**config.mk**
```make
export PLATFORM = sky130hd
export DESIGN_NAME = csr_file
export DESIGN_NICKNAME = d
export VERILOG_FILES = /design/src/rtl/csr_file_pkg.sv /design/src/rtl/csr_timer.sv /design/src/rtl/csr_file.sv
export SDC_FILE = /design/constraint.sdc
export NUM_CORES = 1
export LEC_CHECK = 0
export CAP_MARGIN = 20
export CORE_ASPECT_RATIO = 1.2
export CORE_MARGIN = 3
export CORE_UTILIZATION = 55
export CTS_BUF_LIST = sky130_fd_sc_hd__clkbuf_8
export DETAILED_ROUTE_END_ITERATION = 8
export PLACE_DENSITY = 0.81
export SLEW_MARGIN = 40
export SYNTH_ARGS = -nofsm -noshare
export SYNTH_HDL_FRONTEND = slang
export SYNTH_SLANG_ARGS = --single-unit
export TNS_END_PERCENT = 10
```
**constraint.sdc**
```tcl
create_clock -name clk -period 10.5 [get_ports clk]
set_input_delay 2.1 -clock clk [delete_from_list [all_inputs] [get_ports clk]]
set_output_delay 2.1 -clock clk [all_outputs]
set_load 0.03 [all_outputs]
```
**src/rtl/csr_file_pkg.sv**
```systemverilog
// csr_file_pkg -- shared definitions for the CSR file.
//   CSR address constants (14-bit CSR numbers), field bit positions,
//   the CRMD reset value and the masked-write merge helper.
package csr_file_pkg;

  localparam int CSR_NUM_W = 14;

  localparam logic [13:0] CSR_CRMD   = 14'h000;
  localparam logic [13:0] CSR_PRMD   = 14'h001;
  localparam logic [13:0] CSR_ECFG   = 14'h004;
  localparam logic [13:0] CSR_ESTAT  = 14'h005;
  localparam logic [13:0] CSR_ERA    = 14'h006;
  localparam logic [13:0] CSR_EENTRY = 14'h00C;
  localparam logic [13:0] CSR_SAVE0  = 14'h030;
  localparam logic [13:0] CSR_SAVE1  = 14'h031;
  localparam logic [13:0] CSR_SAVE2  = 14'h032;
  localparam logic [13:0] CSR_SAVE3  = 14'h033;
  localparam logic [13:0] CSR_TID    = 14'h040;
  localparam logic [13:0] CSR_TCFG   = 14'h041;
  localparam logic [13:0] CSR_TVAL   = 14'h042;
  localparam logic [13:0] CSR_TICLR  = 14'h044;

  // CRMD / PRMD fields
  localparam int CRMD_IE = 2;
  localparam int CRMD_DA = 3;
  localparam int PRMD_PIE = 2;

  // ESTAT fields
  localparam int ESTAT_ECODE_LO = 16;
  localparam int ESTAT_ESUB_LO  = 22;
  localparam int IS_TIMER       = 11;

  // TCFG fields
  localparam int TCFG_EN       = 0;
  localparam int TCFG_PERIODIC = 1;

  localparam logic [4:0]  CRMD_RESET    = 5'b01000;  // DA=1, PLV=0, IE=0
  localparam logic [12:0] ECFG_LIE_MASK = 13'h1BFF;  // LIE bit 10 is reserved

  // Bitwise masked update of a CSR image.
  function automatic logic [31:0] csr_merge(input logic [31:0] old_v,
                                            input logic [31:0] wvalue,
                                            input logic [31:0] wmask);
    return (old_v & ~wmask) | (wvalue & wmask);
  endfunction

endpackage

```
**src/rtl/csr_timer.sv**
```systemverilog
// csr_timer -- TCFG/TVAL countdown timer and the timer interrupt bit IS[11].
// Ports:
//   clk, reset      clock and asynchronous active-high reset
//   tcfg_we         write TCFG with wr_data (also reloads TVAL)
//   ticlr_we        TICLR write; wr_data[0]=1 clears the interrupt
//   wr_data         already mask-merged write data
//   tcfg, tval      current register values for readback
//   timer_is        ESTAT.IS[11]
module csr_timer
  import csr_file_pkg::*;
(
  input  logic        clk,
  input  logic        reset,
  input  logic        tcfg_we,
  input  logic        ticlr_we,
  input  logic [31:0] wr_data,
  output logic [31:0] tcfg,
  output logic [31:0] tval,
  output logic        timer_is
);

  logic [31:0] tcfg_reg;
  logic [31:0] tval_reg;
  logic        timer_is_reg;
  logic        hit_zero;

  // A 1->0 step only happens when the counter actually decrements this cycle.
  assign hit_zero = tcfg_reg[TCFG_EN] && !tcfg_we && (tval_reg == 32'd1);

  always_ff @(posedge clk or posedge reset) begin
    if (reset) begin
      tcfg_reg     <= 32'h0;
      tval_reg     <= 32'h0;
      timer_is_reg <= 1'b0;
    end else begin
      if (tcfg_we) begin
        tcfg_reg <= wr_data;
        tval_reg <= {wr_data[31:2], 2'b00};
      end else if (tcfg_reg[TCFG_EN]) begin
        if (tval_reg != 32'h0)
          tval_reg <= tval_reg - 32'd1;
        else if (tcfg_reg[TCFG_PERIODIC])
          tval_reg <= {tcfg_reg[31:2], 2'b00};
      end
      // Set beats a simultaneous clear so no tick is lost.
      if (hit_zero)
        timer_is_reg <= 1'b1;
      else if (ticlr_we && wr_data[0])
        timer_is_reg <= 1'b0;
    end
  end

  assign tcfg     = tcfg_reg;
  assign tval     = tval_reg;
  assign timer_is = timer_is_reg;

endmodule

```
**src/rtl/csr_file.sv**
```systemverilog
// csr_file -- exception/interrupt control-and-status register file.
// Optional timer (TID/TCFG/TVAL/TICLR) is built when CSR_TIMER_EN is defined.
// Ports:
//   clk, reset                     clock, asynchronous active-high reset
//   csr_re, csr_num, csr_rvalue    combinational read port
//   csr_we, csr_wmask, csr_wvalue  masked write port
//   wb_ex, wb_ecode, wb_esubcode, wb_ex_pc   exception commit
//   ertn_flush                     exception return commit
//   hw_int_in                      level hardware interrupt lines
//   ex_entry, era_out              redirect targets
//   has_int                        pending enabled interrupt
module csr_file
  import csr_file_pkg::*;
#(
  parameter logic [31:0] COREID = 32'h0
) (
  input  logic        clk,
  input  logic        reset,
  input  logic        csr_re,
  input  logic [13:0] csr_num,
  output logic [31:0] csr_rvalue,
  input  logic        csr_we,
  input  logic [31:0] csr_wmask,
  input  logic [31:0] csr_wvalue,
  input  logic        wb_ex,
  input  logic [5:0]  wb_ecode,
  input  logic [8:0]  wb_esubcode,
  input  logic [31:0] wb_ex_pc,
  input  logic        ertn_flush,
  input  logic [7:0]  hw_int_in,
  output logic [31:0] ex_entry,
  output logic [31:0] era_out,
  output logic        has_int
);

  logic [4:0]  crmd_reg;
  logic [2:0]  prmd_reg;
  logic [12:0] lie_reg;
  logic [1:0]  is_sw_reg;
  logic [7:0]  is_hw_reg;
  logic [5:0]  ecode_reg;
  logic [8:0]  esubcode_reg;
  logic [31:0] era_reg;
  logic [25:0] eentry_reg;
  logic [31:0] save_q [4];
  logic [12:0] estat_is;
  logic        timer_is;
  logic [31:0] rd_data;
  logic [31:0] wr_data;
  logic        wr_en;
  logic        unused_re;

  // Reads never depend on csr_re; it is accepted for interface compatibility.
  assign unused_re = csr_re;

  // Exceptions and ertn swallow any CSR write committed in the same cycle.
  assign wr_en = csr_we && !wb_ex && !ertn_flush;

  // Merging against the readback image gives the new value of every field
  // of the addressed CSR; each register then keeps its writable slice.
  assign wr_data = csr_merge(rd_data, csr_wvalue, csr_wmask);

`ifdef CSR_TIMER_EN
  logic [31:0] tid_reg;
  logic [31:0] tcfg;
  logic [31:0] tval;

  always_ff @(posedge clk or posedge reset) begin
    if (reset)
      tid_reg <= COREID;
    else if (wr_en && csr_num == CSR_TID)
      tid_reg <= wr_data;
  end

  csr_timer u_timer (
    .clk      (clk),
    .reset    (reset),
    .tcfg_we  (wr_en && csr_num == CSR_TCFG),
    .ticlr_we (wr_en && csr_num == CSR_TICLR),
    .wr_data  (wr_data),
    .tcfg     (tcfg),
    .tval     (tval),
    .timer_is (timer_is)
  );
`else
  logic unused_coreid;
  assign unused_coreid = ^COREID;
  assign timer_is      = 1'b0;
`endif

  assign estat_is = {1'b0, timer_is, 1'b0, is_hw_reg, is_sw_reg};

  always_ff @(posedge clk or posedge reset) begin
    if (reset) begin
      crmd_reg     <= CRMD_RESET;
      prmd_reg     <= 3'h0;
      lie_reg      <= 13'h0;
      is_sw_reg    <= 2'h0;
      is_hw_reg    <= 8'h0;
      ecode_reg    <= 6'h0;
      esubcode_reg <= 9'h0;
      era_reg      <= 32'h0;
      eentry_reg   <= 26'h0;
    end else begin
      is_hw_reg <= hw_int_in;
      if (wb_ex) begin
        prmd_reg      <= crmd_reg[2:0];  // {IE, PLV} -> {PIE, PPLV}
        crmd_reg[2:0] <= 3'h0;
        ecode_reg     <= wb_ecode;
        esubcode_reg  <= wb_esubcode;
        era_reg       <= wb_ex_pc;
      end else if (ertn_flush) begin
        crmd_reg[2:0] <= prmd_reg;
      end else if (wr_en) begin
        case (csr_num)
          CSR_CRMD:   crmd_reg   <= wr_data[4:0];
          CSR_PRMD:   prmd_reg   <= wr_data[2:0];
          CSR_ECFG:   lie_reg    <= wr_data[12:0] & ECFG_LIE_MASK;
          CSR_ESTAT:  is_sw_reg  <= wr_data[1:0];
          CSR_ERA:    era_reg    <= wr_data;
          CSR_EENTRY: eentry_reg <= wr_data[31:6];
          default: ;
        endcase
      end
    end
  end

  genvar gi;
  generate
    for (gi = 0; gi < 4; gi++) begin : g_save
      localparam logic [13:0] SAVE_NUM = CSR_SAVE0 + 14'(gi);
      logic [31:0] save_reg;
      always_ff @(posedge clk or posedge reset) begin
        if (reset)
          save_reg <= 32'h0;
        else if (wr_en && csr_num == SAVE_NUM)
          save_reg <= wr_data;
      end
      assign save_q[gi] = save_reg;
    end
  endgenerate

  always_comb begin
    rd_data = 32'h0;
    case (csr_num)
      CSR_CRMD:   rd_data = {27'h0, crmd_reg};
      CSR_PRMD:   rd_data = {29'h0, prmd_reg};
      CSR_ECFG:   rd_data = {19'h0, lie_reg};
      CSR_ESTAT:  rd_data = {1'b0, esubcode_reg, ecode_reg, 3'h0, estat_is};
      CSR_ERA:    rd_data = era_reg;
      CSR_EENTRY: rd_data = {eentry_reg, 6'h0};
      CSR_SAVE0:  rd_data = save_q[0];
      CSR_SAVE1:  rd_data = save_q[1];
      CSR_SAVE2:  rd_data = save_q[2];
      CSR_SAVE3:  rd_data = save_q[3];
`ifdef CSR_TIMER_EN
      CSR_TID:    rd_data = tid_reg;
      CSR_TCFG:   rd_data = tcfg;
      CSR_TVAL:   rd_data = tval;
`endif
      default:    rd_data = 32'h0;
    endcase
  end

  assign csr_rvalue = rd_data;
  assign ex_entry   = {eentry_reg, 6'h0};
  assign era_out    = era_reg;
  assign has_int    = crmd_reg[CRMD_IE] & (|(estat_is & lie_reg));

endmodule

```
### Yosys cells after proc, flatten, opt, wreduce, memory -nomap -nowiden

Index checks and enable logic that the tools add are counted.
W data, S select, Z words.

* memories kept: 0
* memory bits (read-only): 0
* register bits after elaboration: 231
* logic and storage cells: 67
* input port bits: 139
* latch bits: 0
* bits in writable memories: 0

* div/mod/pow operators: 0
* magnitude comparators: 0
* muxes and demuxes: 13
* bitwise logic cells: 8
* multipliers: 0
* reductions and logical operators: 22
* equal/unequal tests: 10
* add/sub/neg operators: 0
* shifts and indexed selects: 0

Operator list (number)
* $pmux W32 S10: 1
* $mux W32: 4
* $and A32 B32 Y32: 2
* $eq A14 B6 Y1 const B: 4
* $eq A14 B3 Y1 const B: 3
* $not A32 Y32: 1
* $or A32 B32 Y32: 1
* $mux W3: 8
* $reduce_and A4 Y1: 4
* $eq A14 B1 Y1 const B: 1
* $eq A14 B4 Y1 const B: 1
* $logic_not A14 Y1: 1
* $and A10 B13 Y13: 1
* $reduce_or A13 Y1: 1
* $logic_and A1 B1 Y1: 6
* $reduce_and A3 Y1: 2
* $reduce_bool A2 Y1: 3
* $reduce_bool A3 Y1: 2
* $logic_not A1 Y1: 2
* $ne A2 B2 Y1 const B: 1
* $not A1 Y1: 2
* $reduce_and A2 Y1: 1
* $and A1 B1 Y1: 1

### Longest topological paths before layout

* word-level depth: 8
* mapped depth: 9
* depth with buffers taken out: 5

### Worst setup path before layout

No wires, ideal clock.

* path kind: input-to-output
* start point: input port csr_num[0]
* end point: output port csr_rvalue[5]
* arrival time: 3.984 ns
* stages on the path: 7
* setup slack: 4.416 ns
* data required time: 8.400 ns
* path through: buf_2 -> nor2b_1 -> clkbuf_1 -> clkbuf_1 -> buf_1 -> a2bb2oi_1 -> o21ai_0

* cells in the longest elaborated chain, start to end: 2
* elaborated cells between the ends (all ways): 11
* classes of those cells: eq/ne (9); mux (1); reduce/logical (1)

RTL lines
* start: declaration: RTL line csr_file.sv:20 `input logic [13:0] csr_num,`
* $eq A14 B6 Y1, or another cell as far along: RTL line csr_file.sv:145 `case (csr_num)`
* $pmux W32 S10 *: RTL line csr_file.sv:145
* end: declaration: RTL line csr_file.sv:21 `output logic [31:0] csr_rvalue,`

Every way passes the cells marked *; elsewhere a longest branch is shown, timed or not.

### Worst setup path after layout

* start point: input port csr_num[3]
* end point: output port csr_rvalue[1]

The elaborated chain is that of the path after synthesis.

==> impl_metrics.json <==
{
  "antenna_found_initial": 1,
  "cts_tree": "built",
  "arrival_ns": 5.95,
  "synth_warnings": 0,
  "met1_usage": 0.4460,
  "fin_cells": 1881,
  "fin_area_sq_um": 16220,
  "wl_per_cell_um": 24.95,
  "grt_first_pass_wirelength_mm": 71.57,
  "drt_iter0_drc": 1544,
  "cts-hold-fix-buffers": 0,
  "finalCritPeriodShare": 0.7667,
  "tightest_slew_ns": 0.9407,
  "max_freq_mhz": 124.2,
  "die-area_sq_um": 25380,
  "num_rows": 60,
  "cpLargestDelayFamily": "simple AND/OR/NAND/NOR gates",
  "place_area_sq_um": 15420,
  "antenna_violating_nets_post_route": 0,
  "cts-htree-levels": 2,
  "power_leakage_nw": 6.795,
  "grt_usage": 0.3576,
  "async_flop_share": 1.000,
  "grt-busiest-layer": "met2",
  "postCtsSetupRepairBufs": 0,
  "grt_setup_unrepaired": "no",
  "dp.cells": 1814,
  "setup_viol": 0,
  "wirelength_mm": 46.93,
  "crit_fanout": 18,
  "setup.worst_path.end_class": "output port",
  "cts_num_sinks": 231,
  "slowest_stage": "or4_2",
  "final_layout_size_suffix_gt1_frac": 0.1312,
  "synth_cell_types": 75,
  "grt_pass1_vias": 12550,
  "slowest_delay_ns": 1.10,
  "ys_seq_elements": 231,
  "skew_ns": 0.01410,
  "worstPathRequired_ns": 8.40,
  "ios": 236,
  "dp_hpwl_mm": 31.19,
  "period_minus_slack_ns": 8.050,
  "finalMaxSlewViolations": 0,
  "power_density_nw_per_um2": 121.1,
  "dp_slack_ns": 2.552,
  "path_cells": "clkdlybuf4s50_1, or4_2, nor4_4, a22o_1, or3_1, clkdlybuf4s50_1",
  "ctsRootBufferMaster": "clkbuf_8",
  "clk_latency_ns": 0.54,
  "cp_common_cell": "clkdlybuf4s50_1",
  "slew_headroom": 0.3710,
  "synth_area_per_cell_sq_um": 9.580,
  "grt_max_degree": 88,
  "avgViaCountPerCell": 6.715,
  "die_w_um": 145.9,
  "synthToLayoutAreaGrowth_pct": 25.49,
  "synth-edff-count": 0,
  "via_count": 12630,
  "use_met3": 0.09257,
  "ys.flop_type": "dfrtp_1",
  "initial_core_util": 0.5682,
  "grt_overflow_total": 0,
  "syn-cell-area_sq_um": 12920,
  "first_pass_iters": 6,
  "status": "finished clean",
  "core_area_sq_um": 22750,
  "maxCapViolCount": 0,
  "nets": 1684,
  "seq_area_frac_synth": 0.4474,
  "finalHoldViolations": 0,
  "cp_num_buf_inv": 2,
  "fin_ws_ns": 2.450,
  "netlist_instances": 1349,
  "start_kind": "primary input",
  "cts_buffers": 39,
  "finalSetupTns_ns": 0,
  "hold_path_class": "reg -> reg",
  "vdd_drop_max_uv": 86.75,
  "io_buffers": 228,
  "critPathKind": "in -> out",
  "clk_pin_slew_ns": 0.06,
  "route.detailed.drc": 0,
  "clk_path_buf_depth": 3,
  "gp_congestion": 0.9172,
  "gr-usage-met2": 0.5746,
  "die_y_um": 173.9,
  "largest_reg_flops": 128,
  "post_cts_resized": 0
}
worst min-delay path: stages (launching register included):
cell,delay [ns]
dfstp_2,0.36
nand2_1,0.05
o21ai_1,0.06
layer usage:
layer	vias up	part of all wire
li1	5407	-
met1	6133	0.36
met2	899	0.47
met3	192	0.11
met4	0	0.051
met5	-	0
cells by family after synthesis:
family	share of synthesized area
simple gates	0.2080
mux	0.1122
compound gates	0.1886
flops	0.4474
buf+inv	0.04357
other cells	0.0002902
power by group:
part	leakage [nW]	internal, W	switching (W)
Clock	0.435	0.000425	0.000365
Sequential	3.11	0.000909	0.0000154
Combinational	3.25	0.000106	0.000144
metrics by stage:
stage,total power (W),util,hold slack (ns)
after floorplan,0.001062,-,0.4418
after global placement,0.001179,0.6751,0.4543
after detailed placement,0.001184,0.6778,0.4633
after CTS,0.001959,0.7110,0.4758
after global routing,0.002021,0.7130,0.4930
final,0.001964,0.7130,0.4778
Yosys cell counts, types with 26 or more instances:
cell type  count  area [sq um]
dfrtp_1      230          5756
nand2_1      197         739.5
o21ai_0      149         745.7
mux2i_1       74         740.7
clkbuf_1      49         183.9
mux2_2        43         484.2
o21ai_1       39         195.2
nand3_1       34         170.2
buf_2         33         165.2
nor2_1        32         120.1
nor3_1        27         135.1
a22oi_1       26         195.2
layout make-up:
cell class,instances,area [sq um]
antenna,1,2.502
inverter,18,75.07
fill,1707,6529
timing repair buffer,256,2495
clock buffer,50,688.2
clock inverter,16,67.56
sequential,231,5782
multi-input combinational,999,6720
tap,310,387.9
path summary, 6_finish.rpt:
kind	from	cells after the start	slack, ns	to
max	csr_num[3]	6	2.45	csr_rvalue[1]
min in group asynchronous	reset	2	2.02	eentry_reg[10]
min reg2reg	crmd_reg[3]	2	0.48	crmd_reg[3]
min	crmd_reg[3]	2	0.48	crmd_reg[3]
max in group asynchronous	reset	3	7.33	g_save[0].save_reg[28]
max reg2reg	g_save[2].save_reg[2]	5	8.17	g_save[0].save_reg[2]
cell usage in the layout (no fill, tap or decap), types with 8 or more instances in the layout:
cell	count
a222oi_1	9
inv_1	29
o221ai_1	9
a31oi_1	10
and2_1	15
clkbuf_8	50
dfrtp_1	230
buf_4	26
or4_1	8
mux2_2	43
a221o_1	8
nand3_1	32
clkdlybuf4s50_1	225
nor2b_1	8
or3_1	25
o211ai_1	17
a21oi_1	24
nand2b_1	20
and3_1	9
o21ai_0	149
nor3_1	27
or2_2	15
a22oi_1	26
and3b_1	24
nand4_1	16
nand2_1	195
a22o_1	9
o31ai_1	12
o21ai_1	39
mux4_2	9
nor2_1	32
mux2i_1	74
No activity file was read; power rests on OpenSTA's default activity.
